File: config.mk
export PLATFORM = sky130hd
export DESIGN_NAME = ili9341_spi_receiver
export DESIGN_NICKNAME = d
export VERILOG_FILES = /design/src/rtl/ili9341_spi_receiver.sv
export SDC_FILE = /design/constraint.sdc
export NUM_CORES = 1
export LEC_CHECK = 0
export BUFFER_PORTS_ARGS = -buffer_cell sky130_fd_sc_hd__buf_2
export CAP_MARGIN = 15
export CORE_UTILIZATION = 51
export CTS_CLUSTER_SIZE = 20
export DETAILED_ROUTE_END_ITERATION = 10
export GPL_TIMING_DRIVEN = 0
export PLACE_DENSITY = 0.69
export SKIP_LAST_GASP = 1
export SLEW_MARGIN = 30
export SYNTH_ARGS = -nofsm -noshare
export SYNTH_HDL_FRONTEND = slang
export SYNTH_SLANG_ARGS = --single-unit
File: constraint.sdc
create_clock -name clk -period 12.2 [get_ports clk]
set_clock_uncertainty 0.2 [all_clocks]
set_input_delay 1.83 -clock clk [delete_from_list [all_inputs] [get_ports clk]]
set_output_delay 1.83 -clock clk [all_outputs]
set_load 0.01 [all_outputs]
File: src/rtl/ili9341_spi_receiver.sv
// Panel-side ILI9341 4-wire 8-bit SPI responder: oversamples the link, decodes
// window/RAMWR commands and streams RGB565 pixels into a framebuffer write port.
module ili9341_spi_receiver #(
    parameter int unsigned DISPLAY_WIDTH  = 240,
    parameter int unsigned DISPLAY_HEIGHT = 320,
    parameter int unsigned VRAM_L         = DISPLAY_WIDTH * DISPLAY_HEIGHT
) (
    input  logic                      clk,
    input  logic                      rst,
    input  logic                      spi_csb,
    input  logic                      spi_clk,
    input  logic                      spi_mosi,
    input  logic                      data_commandb,
    output logic                      spi_miso,
    output logic                      vram_wr_ena,
    output logic [$clog2(VRAM_L)-1:0] vram_wr_addr,
    output logic [15:0]               vram_wr_data,
    output logic                      cmd_valid,
    output logic [7:0]                cmd_byte,
    output logic                      frame_done
);

    localparam int unsigned AW     = $clog2(VRAM_L);
    localparam logic [15:0] W16    = 16'(DISPLAY_WIDTH);
    localparam logic [15:0] H16    = 16'(DISPLAY_HEIGHT);
    localparam logic [15:0] W_LAST = 16'(DISPLAY_WIDTH - 1);
    localparam logic [15:0] H_LAST = 16'(DISPLAY_HEIGHT - 1);

    typedef enum logic [1:0] {S_CMD, S_CASET, S_PASET, S_RAMWR} state_t;

    state_t      state_q, state_d;
    logic [1:0]  csb_sy, sclk_sy, mosi_sy, dc_sy;
    logic        sclk_prev, csb_prev;
    logic [2:0]  bit_cnt;
    logic [7:0]  shift;
    logic        byte_valid, byte_dc;
    logic [7:0]  byte_data;
    logic [2:0]  arg_idx;
    logic [15:0] s_tmp;
    logic [7:0]  e_hi;
    logic [15:0] sc, ec, sp, ep, cur_x, cur_y;
    logic [7:0]  pix_hi;
    logic        pending;

    logic        edge_ok_c, is_cmd_c, is_data_c, win_ok_c;
    logic [15:0] arg_end_c, ec_clamp_c, ep_clamp_c;
    logic [AW-1:0] addr_c;

    assign spi_miso = 1'b0;

    // Edge seen while csb was low a cycle ago still counts, so a byte whose
    // 8th edge coincides with csb rising is completed rather than discarded.
    assign edge_ok_c  = sclk_sy[1] & ~sclk_prev & (~csb_sy[1] | ~csb_prev);
    assign is_cmd_c   = byte_valid & ~byte_dc;
    assign is_data_c  = byte_valid & byte_dc;
    assign win_ok_c   = (sc <= ec) && (sp <= ep) && (sc < W16) && (sp < H16);
    assign arg_end_c  = {e_hi, byte_data};
    assign ec_clamp_c = (arg_end_c >= W16) ? W_LAST : arg_end_c;
    assign ep_clamp_c = (arg_end_c >= H16) ? H_LAST : arg_end_c;
    assign addr_c     = AW'(32'(cur_y) * DISPLAY_WIDTH + 32'(cur_x));

    // Synchronizers and byte assembly
    always_ff @(posedge clk or posedge rst) begin
        if (rst) begin
            csb_sy     <= 2'b11;
            sclk_sy    <= 2'b00;
            mosi_sy    <= 2'b00;
            dc_sy      <= 2'b00;
            sclk_prev  <= 1'b0;
            csb_prev   <= 1'b1;
            bit_cnt    <= 3'd0;
            shift      <= 8'd0;
            byte_valid <= 1'b0;
            byte_dc    <= 1'b0;
            byte_data  <= 8'd0;
        end else begin
            csb_sy     <= {csb_sy[0], spi_csb};
            sclk_sy    <= {sclk_sy[0], spi_clk};
            mosi_sy    <= {mosi_sy[0], spi_mosi};
            dc_sy      <= {dc_sy[0], data_commandb};
            sclk_prev  <= sclk_sy[1];
            csb_prev   <= csb_sy[1];
            byte_valid <= 1'b0;
            if (edge_ok_c) begin
                shift   <= {shift[6:0], mosi_sy[1]};
                bit_cnt <= bit_cnt + 3'd1;
                if (bit_cnt == 3'd7) begin
                    byte_valid <= 1'b1;
                    byte_data  <= {shift[6:0], mosi_sy[1]};
                    byte_dc    <= dc_sy[1];
                end
            end else if (csb_sy[1]) begin
                bit_cnt <= 3'd0;
            end
        end
    end

    always_ff @(posedge clk or posedge rst) begin
        if (rst) state_q <= S_CMD;
        else     state_q <= state_d;
    end

    always_comb begin
        state_d = state_q;
        if (is_cmd_c) begin
            case (byte_data)
                8'h2A:   state_d = S_CASET;
                8'h2B:   state_d = S_PASET;
                8'h2C:   state_d = S_RAMWR;
                default: state_d = S_CMD;
            endcase
        end
    end

    // Window, cursor and pixel write datapath
    always_ff @(posedge clk or posedge rst) begin
        if (rst) begin
            vram_wr_ena  <= 1'b0;
            vram_wr_addr <= '0;
            vram_wr_data <= 16'd0;
            cmd_valid    <= 1'b0;
            cmd_byte     <= 8'd0;
            frame_done   <= 1'b0;
            arg_idx      <= 3'd0;
            s_tmp        <= 16'd0;
            e_hi         <= 8'd0;
            sc           <= 16'd0;
            ec           <= W_LAST;
            sp           <= 16'd0;
            ep           <= H_LAST;
            cur_x        <= 16'd0;
            cur_y        <= 16'd0;
            pix_hi       <= 8'd0;
            pending      <= 1'b0;
        end else begin
            vram_wr_ena <= 1'b0;
            cmd_valid   <= 1'b0;
            frame_done  <= 1'b0;
            if (is_cmd_c) begin
                cmd_valid <= 1'b1;
                cmd_byte  <= byte_data;
                arg_idx   <= 3'd0;
                pending   <= 1'b0;
                if (byte_data == 8'h2C) begin
                    cur_x <= sc;
                    cur_y <= sp;
                end else if (byte_data == 8'h01) begin
                    sc    <= 16'd0;
                    ec    <= W_LAST;
                    sp    <= 16'd0;
                    ep    <= H_LAST;
                    cur_x <= 16'd0;
                    cur_y <= 16'd0;
                end
            end else if (is_data_c) begin
                case (state_q)
                    S_CASET, S_PASET: begin
                        if (arg_idx < 3'd4) begin
                            arg_idx <= arg_idx + 3'd1;
                            case (arg_idx)
                                3'd0: s_tmp[15:8] <= byte_data;
                                3'd1: s_tmp[7:0]  <= byte_data;
                                3'd2: e_hi        <= byte_data;
                                default: begin
                                    if (state_q == S_CASET) begin
                                        sc <= s_tmp;
                                        ec <= ec_clamp_c;
                                    end else begin
                                        sp <= s_tmp;
                                        ep <= ep_clamp_c;
                                    end
                                end
                            endcase
                        end
                    end
                    S_RAMWR: begin
                        if (win_ok_c) begin
                            if (!pending) begin
                                pix_hi  <= byte_data;
                                pending <= 1'b1;
                            end else begin
                                pending      <= 1'b0;
                                vram_wr_ena  <= 1'b1;
                                vram_wr_data <= {pix_hi, byte_data};
                                vram_wr_addr <= addr_c;
                                if (cur_x == ec) begin
                                    cur_x <= sc;
                                    if (cur_y == ep) begin
                                        cur_y      <= sp;
                                        frame_done <= 1'b1;
                                    end else begin
                                        cur_y <= cur_y + 16'd1;
                                    end
                                end else begin
                                    cur_x <= cur_x + 16'd1;
                                end
                            end
                        end
                    end
                    default: ;
                endcase
            end
        end
    end

endmodule

# Yosys cells after proc, flatten, opt, wreduce, memory -nomap -nowiden
# Cells that the tools add are included.
op_classes:
  addsub: 5
  multipliers: 1
  order_cmp: 7
  eq_ne: 17
  mux: 74
  bitwise: 11
  reduce_logical: 27
op_table:
  columns: ["cell", "n"]
  rows:
  - ["16-bit two-way mux", 47]
  - ["16-bit by 1-bit adder with 16-bit output (second input constant)", 2]
  - ["16-bit == test", 2]
  - ["16-bit <= comparator", 2]
  - ["5-bit AND reduction", 6]
  - ["8-bit by 6-bit == test with 1-bit output (second input constant)", 3]
  - ["1-bit two-way mux", 20]
  - ["3-bit two-way mux", 6]
  - ["2-bit nonzero test", 9]
  - ["17-bit by 16-bit adder with 17-bit output", 1]
  - ["16-bit by 8-bit greater-or-equal comparator with 1-bit output (second input constant)", 1]
  - ["16-bit by 9-bit greater-or-equal comparator with 1-bit output (second input constant)", 1]
  - ["16-bit by 8-bit less-than comparator with 1-bit output (second input constant)", 1]
  - ["16-bit by 9-bit less-than comparator with 1-bit output (second input constant)", 1]
  - ["16-bit by 4-bit multiplier with 13-bit output (second input constant)", 1]
  - ["7-bit AND reduction", 2]
  - ["8-bit by 1-bit == test with 1-bit output (second input constant)", 1]
  - ["3-bit by 1-bit adder with 3-bit output (second input constant)", 2]
  - ["1-bit NOT", 6]
  - ["2-bit one-hot mux with 3 select lines", 1]
  - ["3-bit AND reduction", 2]
  - ["6-bit AND reduction", 1]
  - ["1-bit bitwise AND", 4]
  - ["2-bit == test (second input constant)", 2]
  - ["other kinds (14)", 18]
word_totals:
  ff_bits: 208
  output_inout_bits: 45
  wordCells: 172

# Logic depth before layout (Yosys ltp)
depth:
  ltp_word: 8
  ltp_mapped: 18
  mapped_depth_nobuf: 18

# Least setup slack after synthesis
# OpenSTA, ideal clock, no wires.
synth_timing:
  kind: "register to register"
  from: "register cur_y[0]"
  to: "register vram_wr_addr[13]"
  setup_time_ns: 0.125
  t_arrival_ns: 3.966
  path_slack_ns: 7.909
  stages_incl_launch_ff: 18
  path_buffers: 0
  cell_sequence: "dfrtp_1 -> fa_1 -> inv_1 -> fa_1 -> inv_1 -> ha_1 -> a21o_1 -> a21oi_1 -> xnor2_1 -> ha_1 -> or3_1 -> a311o_1 -> a31oi_1 -> nor2b_1 -> o21ai_1 -> nor2b_1 -> xnor2_1 -> mux2_4"
synth_via:
  elab_chain_cells: 2
synth_rtl:
  columns: ["item", "line", "text"]
  rows:
  - ["start, declared", "41", "logic [15:0] sc, ec, sp, ep, cur_x, cur_y;"]
  - ["start signal, assigned", "146", "cur_y <= sp;"]
  - ["start signal, assigned", "189", "cur_y <= sp;"]
  - ["start signal, assigned", "192", "cur_y <= cur_y + 16'd1;"]
  - ["16-bit by 4-bit multiplier with 13-bit output", "60", "assign addr_c = AW'(32'(cur_y) * DISPLAY_WIDTH + 32'(cur_x));"]
  - ["17-bit by 16-bit adder with 17-bit output", "60", null]
  - ["end signal, assigned", "185", "vram_wr_addr <= addr_c;"]
  - ["end, declared", "16", "output logic [$clog2(VRAM_L)-1:0] vram_wr_addr,"]
# Every way passes these cells.
# A chain may end at the register's enable or synchronous reset.

# Worst setup path in the final report
layout_timing:
  from: "register cur_y[0]"
  to: "register vram_wr_addr[16]"
# The elaborated chain is that of the path after synthesis.

==> key figures <==
Placement
  • IO buf count: 49
  • Post-DP HPWL: approximately 20 mm
  • Place WS: between 7000 and 8000 ps
  • Post-DP Area: approximately 12000 sq um
  • GPL Wtd Cong: ~0.92

Synth
  • Dominant synthesized flop cell: dfrtp_1
  • Simple logic cell fraction of the synthesized area: 0.134
  • Post-Synthesis Cells: 1133
  • Post-synthesis mux area share: 0.0780
  • Synthesized area per cell: roughly 10 sq um
  • Yosys synthesis warning count: 0
  • Adder-cell area share of the yosys netlist: 0.115
  • Flip-flop and latch count after synthesis: roughly 210
  • Synthesized cell area: 11600 sq um
  • Unique masters post-synth: 69
  • XOR/XNOR Fraction of Synth Area: 0.0440
  • Largest family of logic cells by synthesized area: simple AND/OR/NAND/NOR gates
  • Number of synthesized flops with an enable pin: 0
  • Sequential share of the synthesized area: 0.452
  • Mapped Nets: around 1200
  • Complex-gate fraction of the synthesized area: 0.126
  • Synth async-reset ratio: 1.00

Power and ir drop
  • Sequential share of power: 0.464
  • Sw Share: 0.207
  • P_leak: approximately 6.3 nW
  • PnR Total Power: between 1.5 and 2 mW
  • Max rail drop VDD: around 0.00011 V
  • Psw: approximately 310 uW
  • Internal Power: ~1.2 mW
  • Combinational cell fraction of total power: 0.017
  • Power Dens Cells: 116 nW/um^2
  • Clock share of power: 0.519

Setup path
  • RR Startpoint: cur_y[0]$_DFFE_PP0P_
  • Crit path arrival time: around 5100 ps
  • CP Cell Sequence: fa_1 > inv_1 > fa_1 > inv_1 > ha_1 > a21o_1 > a21oi_1 > o21ai_0 > a21oi_1 > o21ai_0 > a21o_1 > a21oi_1 > xnor2_1 > ha_1 > a21oi_1 > a31oi_1 > xnor2_1 > mux2_4
  • Worst EP required: ~12000 ps
  • Worst r2r dst: vram_wr_addr[16]$_DFFE_PP0P_
  • Largest stage delay, worst path: roughly 630 ps
  • Worst Path Max Fanout: 9
  • R2R setup slack: about 7300 ps
  • R2R depth: 18
  • Worst setup SP type: flop
  • WP buf/inv: 2
  • Critical path class: reg -> reg
  • CP dominant cell by count: a21oi_1
  • Crit path max-delay family: adder cells
  • CP max stage cell: fa_1
  • Critical path capture point type: flop

Floorplanning
  • Total Die Area: around 23000 sq um
  • Core area: ~22000 sq um
  • Std-Cell Rows: 54
  • Starting density of the core: 0.525
  • Die W: roughly 150 microns
  • I/O pin total: 51
  • Die Ht: 153 microns

CTS
  • H-tree depth: 1
  • Clock transition at path regs: around 60 ps
  • CTS tree: done
  • Cts repair resizes: 0
  • Worst-case clock buffer depth: 3
  • Setup Buffers After CTS: 0
  • Hold buffers post-CTS: 0
  • Latest clock arrival within the worst-skew pair: 530 ps
  • Root Driver: clkbuf_16
  • Clock net sink count: 208
  • TritonCTS Buffers: 23

STA
  • Final min period: a little under 5000 ps
  • Fmax: 206 MHz
  • Post-route setup slack: 7350 ps
  • Worst Max-Slew Pin Slew: 743 ps
  • Setup violators final: 0
  • Hold Violations, Final: 0
  • RSZ-0062 raised after global routing: false
  • Rel. slew slack: 0.503
  • TNS Setup: 0 ps
  • Final period utilization: 0.398
  • Final hold slack: 148 ps
  • Pins over their slew limit: 0

Flow run
  • Total of max-cap violations: 0

Hold path
  • Min-delay src: mosi_sy[0]$_DFF_PP0_
  • Worst Hold Class: reg -> reg
  • Hold Path Stages: 0
  • Hold endpoint: mosi_sy[1]$_DFF_PP0_

Global routing
  • Largest net degree at the start of global routing: 87
  • GRT Util Overall: 0.245
  • Antenna violations before repair: 0
  • Global-route wire length before repair: ~45 mm
  • Vias in the first global route: 8617
  • GRT overflow: 0

Route
  • DR pass1 iterations: 11
  • Routed vias: between 8000 and 9000
  • Routed wire length: around 28 mm
  • Drt via density: ~5.8
  • DR iter-0 viols: 494
  • Routed Antenna Nets: 0
  • DRC viols: 4
  • Average wire per standard cell: between 15 and 20 microns

Finish
  • Share of layout cells above drive strength 1: 0.173
  • Diode count: 0
  • Layout Nets: around 1300
  • Fin area: ~13000 sq um
  • Area Growth Syn to Fin: 13.3%

Status
  • Failing checks: design-rule violations
  • Outcome: finished, violations left
power by group through the flow:
stage / registers, mW / logic [mW] / clock network (mW)
global route: 0.703 / 0.0306 / 0.830
CTS: 0.703 / 0.0273 / 0.803
detailed placement: 0.715 / 0.0272 / 0
global placement: 0.715 / 0.0239 / 0
floorplan: 0.714 / 0.0180 / 0
finish: 0.703 / 0.0261 / 0.787
worst max path at each step:
| stage | cells past startpoint | end | from |
|---|---|---|---|
| after CTS | 18 | vram_wr_addr[16]$_DFFE_PP0P_ | cur_y[0]$_DFFE_PP0P_ |
| after floorplan | 1 | arg_idx[0]$_DFFE_PP0P_ | rst |
| after detailed placement | 18 | vram_wr_addr[16]$_DFFE_PP0P_ | cur_y[0]$_DFFE_PP0P_ |
| final | 18 | vram_wr_addr[16]$_DFFE_PP0P_ | cur_y[0]$_DFFE_PP0P_ |
| after global placement | 2 | cur_y[11]$_DFFE_PP0P_ | rst |
| after global routing | 18 | vram_wr_addr[16]$_DFFE_PP0P_ | cur_y[0]$_DFFE_PP0P_ |
metal layers:
metal / GRT usage / vias to the layer above / share of wire
met4: 0.119 / 0 / 0.046
met3: 0.0338 / 82 / 0.055
met1: 0.330 / 4269 / 0.44
li1: - / 4108 / -
met2: 0.392 / 291 / 0.45
met5: 0 / - / 0
cells by family (layout without fill, tap and decap cells):
logic type,count (synthesis),count (layout)
simple gates,327,327
compound gates,247,247
other cells,1,1
fa+ha+maj,94,94
xor+xnor,58,58
buf+inv,128,221
mux,70,70
flops,208,208
state kept, by name (all words and copies together), names as in the netlist, 16 cells and up:
register,flops
sc,16
cur_y,16
ep,16
s_tmp,16
vram_wr_addr,17
cur_x,16
vram_wr_data,16
sp,16
ec,16
cell usage in the layout (no fill, tap or decap), types with 8 or more instances in the layout:
| master | count |
|---|---|
| o21ai_1 | 26 |
| mux2_2 | 40 |
| dfrtp_1 | 191 |
| nand3_1 | 20 |
| dfstp_2 | 17 |
| and3_1 | 12 |
| xnor2_1 | 53 |
| a21o_1 | 8 |
| nor3_1 | 26 |
| a21oi_1 | 92 |
| buf_2 | 60 |
| clkbuf_16 | 23 |
| mux2_4 | 30 |
| nor4_1 | 9 |
| a31oi_1 | 9 |
| ha_1 | 74 |
| fa_1 | 20 |
| o22ai_1 | 10 |
| nand4_1 | 22 |
| nor2_1 | 46 |
| clkbuf_1 | 28 |
| nand2_1 | 153 |
| inv_1 | 78 |
| o21ai_0 | 54 |
| o22a_1 | 8 |
worst register-to-register path, cell delays in order (launching register included):
cell     delay, ps
dfrtp_1        550
fa_1           630
inv_1           60
fa_1           470
inv_1           60
ha_1           270
a21o_1         180
a21oi_1        210
o21ai_0        140
a21oi_1        250
o21ai_0        180
a21o_1         210
a21oi_1        160
xnor2_1        190
ha_1           310
a21oi_1        140
a31oi_1         60
xnor2_1        180
mux2_4         280
area by class of cell:
cell class / count / area [sq um]
Clock inverter: 9 / 193
Tap cell: 280 / 350
Multi-Input combinational cell: 797 / 5750
Timing Repair Buffer: 51 / 300
Inverter: 80 / 308
Sequential cell: 208 / 5230
Fill cell: 1871 / 8940
Clock buffer: 33 / 683
Buffer: 48 / 280
synthesized netlist by cell type (4+ instances only):
master / number / area [sq um]
dfrtp_1: 191 / 4780
nand2_1: 153 / 574
a21oi_1: 92 / 460
inv_1: 79 / 297
ha_1: 74 / 926
o21ai_0: 54 / 270
xnor2_1: 53 / 464
nor2_1: 46 / 173
mux2_2: 40 / 450
mux2_4: 30 / 450
nor3_1: 26 / 130
o21ai_1: 26 / 130
clkbuf_1: 25 / 93.8
nand4_1: 22 / 138
fa_1: 20 / 400
nand3_1: 20 / 100
dfstp_2: 17 / 447
and3_1: 12 / 75.1
buf_2: 11 / 55.1
o22ai_1: 10 / 62.6
a31oi_1: 9 / 56.3
nor4_1: 9 / 56.3
a21o_1: 8 / 60.1
o22a_1: 8 / 70.1
nor2b_1: 7 / 43.8
xor2_1: 5 / 43.8
a22oi_1: 4 / 30.0
a32oi_1: 4 / 35.0
and2_1: 4 / 25.0
nand2b_1: 4 / 25.0
nor3b_1: 4 / 30.0
o31ai_1: 4 / 30.0
or2_2: 4 / 25.0
stage by stage:
stage / util / instances
after floorplan: - / 1133
after global placement: 0.552 / 1462
after detailed placement: 0.554 / 1464
after CTS: 0.594 / 1506
after global routing: 0.594 / 1506
final: 0.594 / 1506
No activity file was read; power rests on OpenSTA's default activity.
